`src/rtl/meas_calc_if.sv`:
```
// meas_calc_if: request/result bundle between a measurement controller and meas_calc.
//   START  request a computation (sampled by meas_calc only when idle)
//   SEL    mode: 3 = frequency, 1 = duty, 2 = phase, 0 = raw period
//   Q1..Q4 raw gate-counter values (period base, edges, high time, phase offset)
//   BUSY   calculator is not idle
//   DONE   one-cycle pulse when DATA/ERR are updated
//   DATA   result, held until the next DONE
//   ERR    divide-by-zero or overflow, held until the next DONE
interface meas_calc_if #(
    parameter int unsigned CNT_W = 32,
    parameter int unsigned OUT_W = 32
);
    logic             START;
    logic [1:0]       SEL;
    logic [CNT_W-1:0] Q1;
    logic [CNT_W-1:0] Q2;
    logic [CNT_W-1:0] Q3;
    logic [CNT_W-1:0] Q4;
    logic             BUSY;
    logic             DONE;
    logic [OUT_W-1:0] DATA;
    logic             ERR;

    modport master (
        output START, SEL, Q1, Q2, Q3, Q4,
        input  BUSY, DONE, DATA, ERR
    );

    modport slave (
        input  START, SEL, Q1, Q2, Q3, Q4,
        output BUSY, DONE, DATA, ERR
    );
endinterface

```
`src/rtl/meas_calc.sv`:
```
// meas_calc: sequential result processor for the frequency meter.
// Scales one raw counter value by a constant and divides it by the period count Q1
// with a single restoring divider (one quotient bit per cycle), producing frequency,
// duty cycle, phase difference or the raw period, with divide-by-zero and overflow
// saturation.
//   CLK  system clock, rising edge
//   RST  synchronous active-high reset, aborts any computation
//   bus  meas_calc_if slave: START/SEL/Q1..Q4 in, BUSY/DONE/DATA/ERR out
module meas_calc #(
    parameter int unsigned CNT_W  = 32,
    parameter int unsigned OUT_W  = 32,
    parameter int unsigned REF_HZ = 100_000_000,
    parameter int unsigned MUL_W  = 27,
    parameter int unsigned NUM_W  = CNT_W + MUL_W
) (
    input  logic        CLK,
    input  logic        RST,
    meas_calc_if.slave  bus
);
    localparam int unsigned CW = $clog2(NUM_W + 1);

    localparam logic [MUL_W-1:0] REF_K   = MUL_W'(REF_HZ);
    localparam logic [MUL_W-1:0] DUTY_K  = MUL_W'(1000);
    localparam logic [MUL_W-1:0] PHASE_K = MUL_W'(3600);

    typedef enum logic [1:0] {StIdle, StLoad, StDiv, StFin} state_e;

    state_e state_q, state_d;

    logic [1:0]       sel_q;
    logic [CNT_W-1:0] q1_q, q2_q, q3_q, q4_q;
    logic [NUM_W-1:0] quo_q;     // holds the numerator, shifted out as quotient bits enter
    logic [CNT_W:0]   rem_q;
    logic [CW-1:0]    cnt_q;
    logic             raw_q;     // pass-through mode: saturate without flagging
    logic             dz_q;      // divide by zero detected in LOAD
    logic             done_q;
    logic [OUT_W-1:0] data_q;
    logic             err_q;

    logic [CNT_W:0]   rem_sh;
    logic             ge;
    logic [CNT_W:0]   rem_d;
    logic [NUM_W-1:0] quo_d;
    logic             ovf;

    // One restoring step: bring in the next numerator bit, subtract if it fits.
    always_comb begin
        rem_sh = {rem_q[CNT_W-1:0], quo_q[NUM_W-1]};
        ge     = (rem_sh >= {1'b0, q1_q});
        rem_d  = ge ? (rem_sh - {1'b0, q1_q}) : rem_sh;
        quo_d  = {quo_q[NUM_W-2:0], ge};
        ovf    = |(quo_q >> OUT_W);
    end

    always_ff @(posedge CLK) begin
        if (RST) begin
            state_q <= StIdle;
        end else begin
            state_q <= state_d;
        end
    end

    always_comb begin
        state_d = state_q;
        unique case (state_q)
            StIdle: if (bus.START) state_d = StLoad;
            StLoad: begin
                if (sel_q == 2'd0 || q1_q == '0) state_d = StFin;
                else                             state_d = StDiv;
            end
            StDiv:  if (cnt_q == CW'(NUM_W - 1)) state_d = StFin;
            StFin:  state_d = StIdle;
            default: state_d = StIdle;
        endcase
    end

    always_ff @(posedge CLK) begin
        if (RST) begin
            sel_q  <= '0;
            q1_q   <= '0;
            q2_q   <= '0;
            q3_q   <= '0;
            q4_q   <= '0;
            quo_q  <= '0;
            rem_q  <= '0;
            cnt_q  <= '0;
            raw_q  <= 1'b0;
            dz_q   <= 1'b0;
            done_q <= 1'b0;
            data_q <= '0;
            err_q  <= 1'b0;
        end else begin
            done_q <= 1'b0;
            unique case (state_q)
                StIdle: begin
                    if (bus.START) begin
                        sel_q <= bus.SEL;
                        q1_q  <= bus.Q1;
                        q2_q  <= bus.Q2;
                        q3_q  <= bus.Q3;
                        q4_q  <= bus.Q4;
                    end
                end
                StLoad: begin
                    rem_q <= '0;
                    cnt_q <= '0;
                    raw_q <= (sel_q == 2'd0);
                    dz_q  <= (sel_q != 2'd0) && (q1_q == '0);
                    case (sel_q)
                        2'd3:    quo_q <= NUM_W'(q2_q) * NUM_W'(REF_K);
                        2'd1:    quo_q <= NUM_W'(q3_q) * NUM_W'(DUTY_K);
                        2'd2:    quo_q <= NUM_W'(q4_q) * NUM_W'(PHASE_K);
                        default: quo_q <= NUM_W'(q1_q);
                    endcase
                end
                StDiv: begin
                    rem_q <= rem_d;
                    quo_q <= quo_d;
                    cnt_q <= cnt_q + 1'b1;
                end
                StFin: begin
                    done_q <= 1'b1;
                    data_q <= (dz_q || ovf) ? '1 : quo_q[OUT_W-1:0];
                    err_q  <= dz_q || (ovf && !raw_q);
                end
                default: ;
            endcase
        end
    end

    assign bus.BUSY = (state_q != StIdle);
    assign bus.DONE = done_q;
    assign bus.DATA = data_q;
    assign bus.ERR  = err_q;
endmodule

```
`src/flat_wrapper.sv`:
```
// flat-port wrapper written by rule: the top's interface ports become plain ports
module meas_calc_flat 
#(
    parameter int unsigned CNT_W  = 32,
    parameter int unsigned OUT_W  = 32,
    parameter int unsigned REF_HZ = 100_000_000,
    parameter int unsigned MUL_W  = 27,
    parameter int unsigned NUM_W  = CNT_W + MUL_W
)
  (CLK, RST, bus_START, bus_SEL, bus_Q1, bus_Q2, bus_Q3, bus_Q4, bus_BUSY, bus_DONE, bus_DATA, bus_ERR);
  meas_calc_if #(.CNT_W(CNT_W), .OUT_W(OUT_W)) bus_i ();
  input  logic CLK;
  input  logic RST;
  input wire logic [$bits(bus_i.START)-1:0] bus_START;
  input wire logic [$bits(bus_i.SEL)-1:0] bus_SEL;
  input wire logic [$bits(bus_i.Q1)-1:0] bus_Q1;
  input wire logic [$bits(bus_i.Q2)-1:0] bus_Q2;
  input wire logic [$bits(bus_i.Q3)-1:0] bus_Q3;
  input wire logic [$bits(bus_i.Q4)-1:0] bus_Q4;
  output wire logic [$bits(bus_i.BUSY)-1:0] bus_BUSY;
  output wire logic [$bits(bus_i.DONE)-1:0] bus_DONE;
  output wire logic [$bits(bus_i.DATA)-1:0] bus_DATA;
  output wire logic [$bits(bus_i.ERR)-1:0] bus_ERR;
  assign bus_i.START = bus_START;
  assign bus_i.SEL = bus_SEL;
  assign bus_i.Q1 = bus_Q1;
  assign bus_i.Q2 = bus_Q2;
  assign bus_i.Q3 = bus_Q3;
  assign bus_i.Q4 = bus_Q4;
  assign bus_BUSY = bus_i.BUSY;
  assign bus_DONE = bus_i.DONE;
  assign bus_DATA = bus_i.DATA;
  assign bus_ERR = bus_i.ERR;
  meas_calc #(.CNT_W(CNT_W), .OUT_W(OUT_W), .REF_HZ(REF_HZ), .MUL_W(MUL_W), .NUM_W(NUM_W)) u_core (.CLK(CLK), .RST(RST), .bus(bus_i));
endmodule
```
`config.mk`:
```
export PLATFORM = sky130hd
export DESIGN_NAME = meas_calc_flat
export DESIGN_NICKNAME = d
export VERILOG_FILES = /design/src/rtl/meas_calc_if.sv /design/src/rtl/meas_calc.sv /design/src/flat_wrapper.sv
export SDC_FILE = /design/constraint.sdc
export NUM_CORES = 2
export LEC_CHECK = 0
export ABC_AREA = 1
export BUFFER_PORTS_ARGS = -buffer_cell sky130_fd_sc_hd__buf_2
export CORE_ASPECT_RATIO = 1.4
export CORE_MARGIN = 8
export CORE_UTILIZATION = 40
export DETAILED_ROUTE_END_ITERATION = 8
export PLACE_DENSITY = 0.65
export RECOVER_POWER = 25
export REMOVE_ABC_BUFFERS = 1
export SKIP_CTS_REPAIR_TIMING = 1
export SKIP_LAST_GASP = 1
export SLEW_MARGIN = 20
export SYNTH_ARGS = -nofsm -noshare
export SYNTH_HDL_FRONTEND = slang
export SYNTH_SLANG_ARGS = --single-unit
```
`constraint.sdc`:
```
create_clock -name CLK -period 11.4 [get_ports CLK]
set_input_delay 1.14 -clock CLK [delete_from_list [all_inputs] [get_ports CLK]]
set_output_delay 1.14 -clock CLK [all_outputs]
set_load 0.005 [all_outputs]
```
==> metrics.cfg <==
[status]
status = finished, violations left
violations = capacitance limit, slew limit

[final_layout]
areaGrowthSynthToFinish_pct = 8.68
final_nets = 5993
insertedDiodeCount = 0
final_util_pct = 43.6
drive_gt1_share_pct = 5.68
final_cells = 6182

[clock_tree]
cts_buffers = 34
insertion_delay_ps = 590
clkTransAtPathRegs_ps = 60
clock_sinks = 265
cts.path.max_buffers = 3
h-tree-depth = 2
cts_root_buf = clkbuf_16
cts_tree = yes

[yosys]
synthFlopType = dfxtp_1
synth.distinct_cells = 54
synth.top_cell.area_share_pct = 24.3
seq_area_frac_synth_pct = 14.6
synth_area_sq_mm = 0.0363
syn_area_per_cell_sq_um = 7.49
synth_area_leaders = fa_1, ha_1, dfxtp_1
synth_edf_count = 0
yosysWarnings = 0
async_flop_share_pct = 0
synthCells = 4850
yosysTopAreaCell = fa_1
synth-seq-cells = 265

[sta]
worst_pin_slew_ps = 2700
hold_viol_final = 0
final_max_slew_viol_count = 177
post-route-period-util_pct = 67.2
fmax_ghz = 0.131
slew_headroom_pct = -80.1
setup_tns_ps = 0
setup_viol = 0
fin_crit_ps = 7660
finalClockSkew_ps = 36.0
rsz0062_at_grt = no

[job]
cap_violations = 3

[route]
drt_iter0_drc = 1828
firstDrtPassIters = 6
drc_errors = 0
vias_per_cell = 5.15
ant_nets = 0
wire_per_inst_um = 18.2
drt-total-wl_mm = 113
vias = 31800

[floorplan]
die_h_um = 373
fp-row-count = 131
die_w_um = 271
core_area_sq_mm = 0.0906
io_pins = 168
initial_utilization_pct = 40.1
die-area_sq_mm = 0.101

[place]
dp_hpwl_mm = 95.3
dp.cells = 6120
gp_congestion = 0.986
portBuffers = 167

[worst_setup_path]
startpoint_type = input port
worstSetupPathType = input port to flip-flop
crit_fanout = 91
required_ps = 11830
arrival_ps = 8090
end_kind = flip-flop

[global_routing]
grt_pass1_vias = 33300
grt.overflow.total = 0
grtUsageTotal_pct = 22.1
grt_start_max_net_pins = 92
antenna_found_initial = 2
grt_pass1_wl_mm = 179

[min_path]
hp-class = flip-flop to flip-flop

## critical path, stage by stage
cell and delay, ps:
buf_2 90, clkbuf_1 1890, clkinvlp_2 3290, buf_4 1120, o21ai_0 350, a21oi_1 80
## sequential cells by signal, indices dropped and copies added (netlist names)
name and flops:
u_core.bus.DATA 32, u_core.bus.DONE 1, u_core.bus.ERR 1, u_core.cnt_q 6, u_core.dz_q 1, u_core.q1_q 32
u_core.q2_q 32, u_core.q3_q 32, u_core.q4_q 32, u_core.quo_q 59, u_core.raw_q 1, u_core.rem_q 32
u_core.sel_q 2, u_core.state_q 2
## cells in the mapped netlist, types with 6 or more instances
cell and n:
inv_1 1094, a21o_1 31, inv_2 14, ha_1 459, buf_2 6, nor3_1 31
buf_1 11, nand2_1 827, nand3_1 250, o21ai_0 277, o21ai_1 7, fa_1 442
nor4_1 12, dfxtp_1 265, o21bai_1 15, nand3b_1 42, o21a_1 10, a21oi_1 388
nand2_2 15, nand3_2 8, xor2_1 29, nor2_2 8, xnor2_1 21, o22ai_1 50
or2_2 12, nor2_1 296, clkbuf_1 85, a31oi_1 38, nand4_1 49
## metal layers
| metal | global-route usage [%] | share of wire [%] | vias to the layer above |
|---|---|---|---|
| met2 | 41.0 | 51 | 788 |
| met1 | 24.2 | 39 | 15200 |
| li1 | - | - | 15600 |
| met4 | 13.2 | 6.8 | 0 |
| met5 | 0 | 0 | - |
| met3 | 2.16 | 3.7 | 276 |
## placed cells by master, fill, tap and decap left out, types with 50 or more instances in the layout
master,synthesis,final
o22ai_1,50,50
nand2_1,827,825
o21ai_0,277,277
inv_1,1094,1094
ha_1,459,457
dfxtp_1,265,265
nand3_1,250,250
nor2_1,296,294
a21oi_1,388,388
fa_1,442,442
buf_2,6,134
## metrics by stage
step | worst slack, ps | instance area [sq um] | hold slack (ps)
after floorplan | 5630 | 35900 | 437
after global routing | 3180 | 39500 | 497
after detailed placement | 5050 | 38400 | 459
after CTS | 5020 | 39500 | 469
final | 3740 | 39500 | 469
after global placement | 5170 | 38400 | 458
## cells by family (layout without fill, tap and decap cells)
family,count (synthesis),count (layout),synth area share (%)
AND/OR/NAND/NOR,1564,1564,18.6
XOR/XNOR,50,50,1.20
flip-flops,265,265,14.6
adder cells (fa/ha/maj),901,901,40.1
buffers and inverters,1220,1355,12.7
AO/OA/AOI/OAI,850,850,12.7
## cell type report
type                       count  area, sq um
multi-input combinational   3365        26400
inverter                    1111         4170
tap                         1197         1500
clock buffer                  41          907
timing repair buffer         182          900
clock inverter                21          273
fill                        9380        51100
sequential                   265         5310
## worst paths after layout
path | from | to | slack, ps | depth (start not counted)
worst max register to register | u_core.q2_q[10]$_SDFFE_PP0P_ | u_core.quo_q[39]$_SDFFE_PP0P_ | 4960 | 24
worst min register to register | u_core.dz_q$_SDFFE_PP0P_ | u_core.dz_q$_SDFFE_PP0P_ | 470 | 2
worst max-delay path | RST | u_core.q1_q[16]$_SDFFE_PP0P_ | 3740 | 6
worst min-delay path | u_core.dz_q$_SDFFE_PP0P_ | u_core.dz_q$_SDFFE_PP0P_ | 470 | 2
Power is left out: the tool's default activity adds up to more than one toggle a clock period on the data nets, which glitch-free logic cannot reach.
